**src/rtl/acc_cpu_pkg.sv**
```systemverilog
// Shared definitions for the accumulator CPU core: opcode values, opcode-field width, FSM states.
package acc_cpu_pkg;

    localparam int OPC_W = 3;

    localparam logic [OPC_W-1:0] OP_HLT = 3'b000;
    localparam logic [OPC_W-1:0] OP_SKZ = 3'b001;
    localparam logic [OPC_W-1:0] OP_ADD = 3'b010;
    localparam logic [OPC_W-1:0] OP_AND = 3'b011;
    localparam logic [OPC_W-1:0] OP_XOR = 3'b100;
    localparam logic [OPC_W-1:0] OP_LDA = 3'b101;
    localparam logic [OPC_W-1:0] OP_STO = 3'b110;
    localparam logic [OPC_W-1:0] OP_JMP = 3'b111;

    typedef enum logic [2:0] {
        S_IDLE,
        S_FETCH,
        S_DECODE,
        S_READ,
        S_WRITE
    } state_t;

endpackage

```
**src/rtl/acc_cpu_alu.sv**
```systemverilog
// Combinational ALU of the accumulator CPU: ADD (with carry-out), AND, XOR and LDA pass-through.
module acc_cpu_alu
    import acc_cpu_pkg::*;
#(
    parameter int DATA_W = 8
) (
    input  logic [DATA_W-1:0] acc,
    input  logic [DATA_W-1:0] mdat,
    input  logic [OPC_W-1:0]  opcd,
    output logic [DATA_W-1:0] result,
    output logic              carry
);

    logic [DATA_W:0] sum;

    assign sum = {1'b0, acc} + {1'b0, mdat};

    always_comb begin
        result = mdat;
        carry  = 1'b0;
        case (opcd)
            OP_ADD: begin
                result = sum[DATA_W-1:0];
                carry  = sum[DATA_W];
            end
            OP_AND:  result = acc & mdat;
            OP_XOR:  result = acc ^ mdat;
            default: result = mdat;
        endcase
    end

endmodule

```
**src/rtl/acc_cpu_core.sv**
```systemverilog
// Accumulator CPU core: single FSM driving a req/ack memory port, with pc, ir, acc and carry state.
module acc_cpu_core
    import acc_cpu_pkg::*;
#(
    parameter int DATA_W = 8,
    parameter int ADDR_W = 5
) (
    input  logic              clk,
    input  logic              rst,
    input  logic              run,
    output logic              mem_req,
    output logic              mem_we,
    output logic [ADDR_W-1:0] mem_addr,
    output logic [DATA_W-1:0] mem_wdata,
    input  logic [DATA_W-1:0] mem_rdata,
    input  logic              mem_ack,
    output logic              halted,
    output logic              zr,
    output logic              cy,
    output logic [ADDR_W-1:0] pc,
    output logic [DATA_W-1:0] acc
);

    if (DATA_W < 4 || DATA_W > 32 || ADDR_W > DATA_W - OPC_W) begin : g_param_check
        $error("acc_cpu_core: DATA_W must be 4..32 and ADDR_W <= DATA_W-3");
    end

    state_t              state, state_nx;
    logic [DATA_W-1:0]   ir, ir_nx, acc_nx, alu_result;
    logic [ADDR_W-1:0]   pc_nx, addr_nx, pc_inc, operand;
    logic [OPC_W-1:0]    opcode;
    logic                cy_nx, req_nx, we_nx, alu_carry;

    assign opcode    = ir[DATA_W-1 -: OPC_W];
    assign operand   = ir[ADDR_W-1:0];
    assign pc_inc    = pc + ADDR_W'(1);
    assign halted    = (state == S_IDLE);
    assign zr        = (acc == '0);
    assign mem_wdata = acc;

    acc_cpu_alu #(.DATA_W(DATA_W)) u_alu (
        .acc    (acc),
        .mdat   (mem_rdata),
        .opcd   (opcode),
        .result (alu_result),
        .carry  (alu_carry)
    );

    // Port outputs are registered: next-cycle req/we/addr are chosen here so the
    // bus never depends combinationally on mem_ack or mem_rdata.
    always_comb begin
        state_nx = state;
        pc_nx    = pc;
        ir_nx    = ir;
        acc_nx   = acc;
        cy_nx    = cy;
        req_nx   = mem_req;
        we_nx    = mem_we;
        addr_nx  = mem_addr;
        case (state)
            S_IDLE: begin
                if (run) begin
                    state_nx = S_FETCH;
                    req_nx   = 1'b1;
                    we_nx    = 1'b0;
                    addr_nx  = pc;
                end
            end
            S_FETCH: begin
                if (mem_ack) begin
                    ir_nx    = mem_rdata;
                    pc_nx    = pc_inc;
                    req_nx   = 1'b0;
                    state_nx = S_DECODE;
                end
            end
            S_DECODE: begin
                req_nx   = 1'b1;
                we_nx    = 1'b0;
                addr_nx  = operand;
                state_nx = S_READ;
                case (opcode)
                    OP_HLT: begin
                        req_nx   = 1'b0;
                        addr_nx  = mem_addr;
                        state_nx = S_IDLE;
                    end
                    OP_SKZ: begin
                        pc_nx    = zr ? pc_inc : pc;
                        addr_nx  = pc_nx;
                        state_nx = S_FETCH;
                    end
                    OP_JMP: begin
                        pc_nx    = operand;
                        state_nx = S_FETCH;
                    end
                    OP_STO: begin
                        we_nx    = 1'b1;
                        state_nx = S_WRITE;
                    end
                    default: state_nx = S_READ;
                endcase
            end
            S_READ: begin
                // req stays high: the next fetch follows back-to-back.
                if (mem_ack) begin
                    acc_nx   = alu_result;
                    if (opcode == OP_ADD) cy_nx = alu_carry;
                    addr_nx  = pc;
                    state_nx = S_FETCH;
                end
            end
            S_WRITE: begin
                if (mem_ack) begin
                    we_nx    = 1'b0;
                    addr_nx  = pc;
                    state_nx = S_FETCH;
                end
            end
            default: begin
                req_nx   = 1'b0;
                we_nx    = 1'b0;
                state_nx = S_IDLE;
            end
        endcase
    end

    always_ff @(posedge clk or posedge rst) begin
        if (rst) begin
            state    <= S_IDLE;
            pc       <= '0;
            ir       <= '0;
            acc      <= '0;
            cy       <= 1'b0;
            mem_req  <= 1'b0;
            mem_we   <= 1'b0;
            mem_addr <= '0;
        end else begin
            state    <= state_nx;
            pc       <= pc_nx;
            ir       <= ir_nx;
            acc      <= acc_nx;
            cy       <= cy_nx;
            mem_req  <= req_nx;
            mem_we   <= we_nx;
            mem_addr <= addr_nx;
        end
    end

endmodule

```
**config.mk**
```make
export PLATFORM = sky130hd
export DESIGN_NAME = acc_cpu_core
export DESIGN_NICKNAME = d
export VERILOG_FILES = /design/src/rtl/acc_cpu_pkg.sv /design/src/rtl/acc_cpu_alu.sv /design/src/rtl/acc_cpu_core.sv
export SDC_FILE = /design/constraint.sdc
export NUM_CORES = 1
export LEC_CHECK = 0
export ABC_AREA = 0
export BUFFER_PORTS_ARGS = -buffer_cell sky130_fd_sc_hd__buf_2
export CAP_MARGIN = 10
export CORE_UTILIZATION = 55
export DETAILED_ROUTE_END_ITERATION = 10
export PLACE_DENSITY = 0.86
export SLEW_MARGIN = 40
export SYNTH_ARGS = -nofsm -noshare
export SYNTH_HDL_FRONTEND = slang
export SYNTH_HIERARCHICAL = 1
export SYNTH_SLANG_ARGS = --single-unit
```
**constraint.sdc**
```tcl
create_clock -name clk -period 3.2 [get_ports clk]
set_clock_uncertainty 0.2 [all_clocks]
set_input_delay 0.32 -clock clk [delete_from_list [all_inputs] [get_ports clk]]
set_output_delay 0.32 -clock clk [all_outputs]
set_load 0.05 [all_outputs]
```
## Yosys cells after proc, flatten, opt, wreduce, memory -nomap -nowiden

Cells that the tools add are included.

- Bits in registers: 32
- Bits of input ports: 12
- Word-level logic and storage cells: 67

- $add $sub $neg: 2
- Equal/unequal tests: 16
- Mux-type cells: 21
- Bitwise gates (word level): 4
- Reductions and logical operators: 16

Operator list:

| kind | count |
|---|---|
| 5-bit one-hot mux with 2 select lines | 3 |
| 8-bit one-hot mux with 3 select lines | 1 |
| 5-bit 2-to-1 mux | 4 |
| 5-bit one-hot mux with 3 select lines | 1 |
| 3-bit AND reduction | 5 |
| 3-bit by 2-bit equality test with 1-bit output, second input constant | 4 |
| 3-bit equality test, second input constant | 4 |
| 3-bit one-hot mux with 4 select lines | 1 |
| 8-bit by 8-bit adder with 9-bit output | 1 |
| 3-bit 2-to-1 mux | 3 |
| 3-bit one-hot mux with 3 select lines | 1 |
| 8-bit AND | 1 |
| 8-bit logical NOT | 1 |
| 2-bit inequality test, second input constant | 4 |
| 1-bit one-hot mux with 4 select lines | 2 |
| 8-bit bitwise XOR | 1 |
| 3-bit by 1-bit equality test with 1-bit output, second input constant | 2 |
| 3-bit logical NOT | 2 |
| 2-bit OR reduction | 3 |
| 5-bit by 1-bit adder with 5-bit output, second input constant | 1 |
| 1-bit 2-to-1 mux | 5 |
| 2-bit AND reduction | 2 |
| 4-bit AND reduction | 1 |
| 3-bit inequality test, second input constant | 1 |
| 4 further kinds | 5 |

## Longest topological paths before layout

Gate-level depths: netlist of the first run.

- Depth after elaboration: 4
- Gate-level depth with buffers: 7

## Modules after synthesis

Netlist of the first run, hierarchy kept.

By module, submodules not included:

| module | instances | cells each | area each (µm²) | seq. area each (µm²) |
|---|---|---|---|---|
| acc_cpu_core | 1 | 187 | 1881.8 | 800.8 |
| acc_cpu_alu | 1 | 102 | 714.4 | 0.0 |

## Least setup slack after synthesis of the first run

OpenSTA, ideal clock, no wires.

- Path type: register -> register
- Start point: register acc[0]
- End point: register cy
- Arrival time: 2155 ps
- Path slack: 721 ps
- Cell stages (with the launch flop): 8
- Buffers on the path: 0
- Cell sequence: dfrtp_1 > ha_1 > fa_1 > a211oi_1 > nor2_1 > o31ai_1 > a21oi_1 > mux2_2

- Word-level cells in the longest chain between the ends: 1

RTL lines:

| element | line | source |
|---|---|---|
| from (decl) | acc_cpu_core.sv:21 | `output logic [DATA_W-1:0] acc` |
| from (signal assigned) | acc_cpu_core.sv:142 | `acc <= acc_nx;` |
| 8-bit by 8-bit adder with 9-bit output | acc_cpu_alu.sv:16 | `assign sum = {1'b0, acc} + {1'b0, mdat};` |
| via alu_carry | acc_cpu_core.sv:32 | `logic cy_nx, req_nx, we_nx, alu_carry;` |
| to (signal assigned) | acc_cpu_core.sv:143 | `cy <= cy_nx;` |
| to (decl) | acc_cpu_core.sv:19 | `output logic cy,` |

The timed path passes the listed nets, and every way through them passes these cells.
A chain may end at the register's enable or synchronous reset.

## Worst setup path in the final report of the first run

- Start point: register acc[4]
- End point: output port zr

- Word-level cells in the longest chain between the ends: 1

RTL lines:

| element | line | source |
|---|---|---|
| 8-bit logical NOT | acc_cpu_core.sv:38 | `assign zr = (acc == '0);` |
| to (decl) | acc_cpu_core.sv:18 | `output logic zr,` |

Every way passes these cells.

==> summary.txt, run 1 <==
CP Class: flop to output pin
End of the worst hold path: ir[2]
Cell area after synthesis: 2596 um2
Critical path's slowest cell: nor4_2
Reg2Reg Depth: 7
Worst-margin pin slew: 0.7211 ns
Delay of the slowest cell on the worst path: 0.54 ns
Post-Route WL: 6375 um
Drt pass-1 iters: 8
Initial cell density of the core: 0.5842
Initial antenna violation count: 0
Nets: 337
Area leader, netlist: dfrtp_1
RR Startpoint: acc[0]
CP Launch Type: flop
Final hold violation count: 0
Placed instance count: 359
Final Non-Filler Cells: 368
Core area: 4444 um2
Gr ovfl total: 0
Tmin final: 2.439 ns
Root Buffer: clkbuf_8
Synthesis warning total: 6
Io pins: 43
# H-tree levels: 2
Setup crit end kind: output pin
Reg-to-reg endpoint: cy
Antenna viol nets, final: 0
Area Overhead vs Synth: 9.783%
Final routed DRC violation total: 6
CTS buffer count: 5
Die height: 70.71 um
RSZ-0062 raised after global routing: false
Finished Cell Area: 2850 um2
Multi-input gate area: 1600 um2
Gr usage total: 0.2673
Most common cell in the synthesized netlist: dfrtp_1
Clk_lat worst skew: 0.29 ns
Die X: 70.71 um
Syn avg cell area: 8.984 um2
Crit path cell chain: nor4_2 > and2_4 > buf_2
Pin count of the biggest net entering global routing: 33
Final GP Congestion: 0.9813
Ys async rst share: 1.000
Vias in the first global route: 2,300
Worst Path Max Fanout: 13
Max capacitance violation total: 0
FF-to-FF setup slack: 0.76 ns
Deepest clock path buffer count: 2
Post-synth EDFFs: 0
Unique cell type count in the Yosys netlist: 65
Most frequent cells after synthesis: dfrtp_1, nor2_1, nand2_1
CTS tree: built
Status: complete, but fails checks
Setup tns final: 0 ns
Register area share after synthesis: 0.3084
N_diodes: 0
Top cells by area, synth: dfrtp_1, mux2_2, ha_1
Number of cell rows: 24
Arr. time, crit path: 1.92 ns
Fmax: 410.1 MHz
Clock transition at path regs: 0.07 ns
Vias: 2,414
Fraction of layout cells with a size suffix above 1: 0.2627
# setup viols final: 0
Fin. max-slew vios: 0
Die Area: 4999 um2
Crit share post-route: 0.7621
Initial DRC count: 275
Syn Nets: 311
HPWL after detailed placement: 4324 um
Reg area: 800.8 um2
Synth Register Bits: 32
Req. time, crit path: 2.68 ns
Top_reg_cell synth: dfrtp_1
First-pass GRT wire length: 10,590 um
HP Class: input pin to flop
Slew HR: 0.5193
Vias per cell: 6.560
Hold path cells: 2
Routed length per instance: 17.32 um
Post-synth top area share: 0.3084
Fillers: 396
Failing checks: design-rule violations
CTS Sinks: 32
Min-Delay Startpoint: mem_rdata[2]
Post-Synthesis Cells: 289
Post-DP Area: 2733 um2
Port bufs: 42
[placed cells by master, fill, tap and decap left out, types with 3 or more instances in the layout]
cell and n:
o22a_1 4, o21ai_0 19, nor2_1 23, clkbuf_8 5, mux2i_1 6, a31oi_1 3
nor3b_1 3, nand2_1 22, mux2_2 19, a211o_1 4, a21oi_1 18, and3_1 4
inv_1 9, nand3_1 8, buf_4 3, a221o_1 5, o211ai_1 3, buf_2 42
o221ai_1 3, a211oi_1 5, dfrtp_1 32, or3b_1 3, nor3_1 3, xor2_1 3
ha_1 9, a22oi_1 3
[flip-flops by register name (all words and copies together), names as in the netlist]
| signal | flops |
|---|---|
| cy | 1 |
| ir | 8 |
| state | 3 |
| acc | 8 |
| mem_addr | 5 |
| mem_we | 1 |
| pc | 5 |
| mem_req | 1 |
[layer usage]
metal,vias up,track usage,part of all wire,routed length (um)
met3,10,0.06695,0.059,373
met5,-,0,0,0
met4,0,0.1000,0.014,89
li1,1130,-,-,-
met1,1182,0.3616,0.45,2887
met2,92,0.4156,0.47,3025
[worst max-delay path, delay by kind of cell (launching register included)]
kind / cells / cell delay [ns]
buffers and inverters: 1 / 0.29
and+or+nand+nor: 2 / 0.89
DFF: 1 / 0.44
[cell type report]
type | instances | share of cell area
Sequential cell | 32 | 0.2809
Clock buffer | 6 | 0.02546
Tap cell | 52 | 0.02283
Inverter | 9 | 0.01185
Clock inverter | 2 | 0.01229
Timing Repair Buffer | 46 | 0.08516
Multi-Input combinational cell | 221 | 0.5615
[how the worst max path moves through the flow]
stage                 startpoint  endpoint  depth (start not counted)
floorplan                 acc[0]        cy                          7
global placement    mem_rdata[0]        cy                          8
detailed placement        acc[0]        cy                          7
CTS                       acc[0]        cy                          7
global route              acc[0]        cy                          7
finish                    acc[4]        zr                          3
[per-stage QoR]
| stage | setup slack, ns | util | hold slack (ns) |
|---|---|---|---|
| finish | 0.7613 | 0.6413 | 0.1178 |
| global route | 0.6699 | 0.6413 | 0.1185 |
| CTS | 0.7920 | 0.6413 | 0.1088 |
| detailed placement | 0.8081 | 0.6149 | 0.2416 |
| global placement | 0.8597 | 0.6149 | 0.2283 |
| floorplan | 0.7205 | - | 0.2362 |
[timing repair]
item	4_1_cts	5_1_grt
setup endpoints to repair	0	0
resized for setup	0	0
hold buffers	1	0
hold endpoints to repair	32	0
setup buffers	0	0
[kinds of logic (layout without fill, tap and decap cells)]
| kind of cell | Yosys count | count (layout) | synth area share |
|---|---|---|---|
| compound gates | 94 | 94 | 0.2530 |
| xor+xnor | 5 | 5 | 0.01687 |
| fa+ha+maj | 10 | 10 | 0.05109 |
| buf+inv | 36 | 63 | 0.07517 |
| flops | 32 | 32 | 0.3084 |
| mux | 25 | 25 | 0.1055 |
| simple gates | 87 | 87 | 0.1899 |
Power of run 1 is not shown: default switching activity piles up to over one toggle a cycle in this logic, so the estimate is an artifact.
==> inputs of run 2 (changes only) <==
CORE_UTILIZATION = 51   (was 55)
PLACE_DENSITY = 0.84   (was 0.86)
clock period = 2.2 ns   (was 3.2 ns; I/O delays follow)
==> summary.txt, run 2 (synthesized netlist as in run 1, its figures left out) <==
CP Class: flop to flop
HP Class: input pin to flop
Die height: 73.35 um
Buf/Inv on CP: 0
RR Startpoint: ir[6]
CTS Sinks: 32
Crit path from: ir[6]
Setup WS pre-CTS: 0.01305 ns
First-pass GRT wire length: 10,800 um
Vias in the first global route: 2,244
Final Non-Filler Cells: 409
Worst Path Max Fanout: 15
Final hold violation count: 0
Die Area: 5380 um2
# setup viols final: 1
Max capacitance violation total: 0
Reg-to-reg endpoint: acc[6]
Worst-margin pin slew: 0.5356 ns
Arr. time, crit path: 2.21 ns
Min Hold Slack: 0.01415 ns
CTS tree: built
Critical path's top delay family: multiplexers
Initial cell density of the core: 0.5390
Placed instance count: 396
Fraction of layout cells with a size suffix above 1: 0.3684
Req. time, crit path: 2.18 ns
Top flop regs: acc: 8 flops, ir: 8 flops
Failing checks: negative setup slack
Fin. max-slew vios: 0
Delay of the slowest cell on the worst path: 0.57 ns
Core area: 4817 um2
Worst setup path endpoint: acc[6]
Port bufs: 42
Gr usage total: 0.2641
RSZ-0062 raised after global routing: true
Number of cell rows: 25
Pin count of the biggest net entering global routing: 19
Io pins: 43
Drt pass-1 iters: 5
Clk_lat worst skew: 0.29 ns
Vias per cell: 6.254
Reg2Reg Depth: 5
CTS buffer count: 5
Tmin final: 2.229 ns
CP Launch Type: flop
Setup crit end kind: flop
Initial DRC count: 302
Slew HR: 0.6430
Post-Route Utilization: 0.6473
# H-tree levels: 2
Final GP Congestion: 0.8409
Area Overhead vs Synth: 20.10%
Status: complete, but fails checks
Final worst slack: -0.02934 ns
Root Buffer: clkbuf_8
Most frequent cells in the layout: buf_2, buf_4, dfrtp_1
Antenna viol nets, final: 0
HPWL after detailed placement: 4876 um
Deepest clock path buffer count: 2
FF-to-FF setup slack: -0.03 ns
Die X: 73.35 um
Initial antenna violation count: 0
Crit path depth: 5
Gr ovfl total: 0
Crit share post-route: 1.013
Final routed DRC violation total: 0
Fmax: 448.6 MHz
Routed length per instance: 17.46 um
N_diodes: 0
Critical path's slowest cell: dfrtp_1
Post-Route WL: 7142 um
Vias: 2,558
Commonest non-fill, non-tap cell in the layout: buf_2
Crit path cell chain: nor2_1 > mux2_2 > o21ai_0 > nand3_1 > mux2_4
Clock transition at path regs: 0.07 ns
Nets: 364
Fillers: 405
-- run 2: cell types whose count changed in the layout (fill, tap and decap cells not counted), moves of 2 or more --
cell	previous run	this run
buf_4	3	30
dfrtp_1	32	26
dfrtp_2	0	6
a211oi_1	5	2
a211oi_2	0	3
ha_1	9	7
mux2_2	19	17
mux2_4	0	2
-- run 2: metrics by stage --
stage | cell area [um2] | TNS, ns
6_report | 3118 | -0.02934
5_1_grt | 3118 | -0.2225
4_1_cts | 3035 | -0.003965
3_5_place_dp | 2940 | 0
3_3_place_gp | 2940 | 0
2_1_floorplan | 2620 | -0.06857
-- run 2: area by class of cell --
cell class	count	area, um2	share of cell area
inverters	9	33.78	0.01083
multi-input cells	222	1674	0.5369
flip-flops and latches	32	808.3	0.2592
clock inverters	1	5.005	0.001605
well taps	67	83.83	0.02689
repair buffers	72	440.4	0.1413
clock buffers	6	72.57	0.02327
-- run 2: worst min path at each step --
stage / start / endpoint / slack (ns) / cells past startpoint
6_report: mem_rdata[2] / ir[2] / 0.01 / 2
5_1_grt: mem_rdata[2] / ir[2] / 0.02 / 2
4_1_cts: mem_rdata[2] / ir[2] / 0.006 / 2
3_5_place_dp: rst / acc[7] / 0.18 / 2
3_3_place_gp: rst / acc[7] / 0.18 / 2
2_1_floorplan: rst / acc[3] / 0.14 / 1
-- run 2: what timing repair did --
| action | CTS | global route |
|---|---|---|
| hold buffers | 1 | 0 |
| buffers inserted | 0 | 4 |
| pin swaps | 0 | 4 |
| endpoints found under the setup margin | 2 | 9 |
| hold endpoints to repair | 16 | 0 |
| resized for setup | 2 | 11 |
| gates cloned | 0 | 1 |
-- run 2: layer usage --
layer | track usage | routed length (um)
met1 | 0.3645 | 3238
met2 | 0.4156 | 3272
met3 | 0.04527 | 443
met4 | 0.09615 | 187
met5 | 0 | 0
Power of run 2 is left out for the same reason.
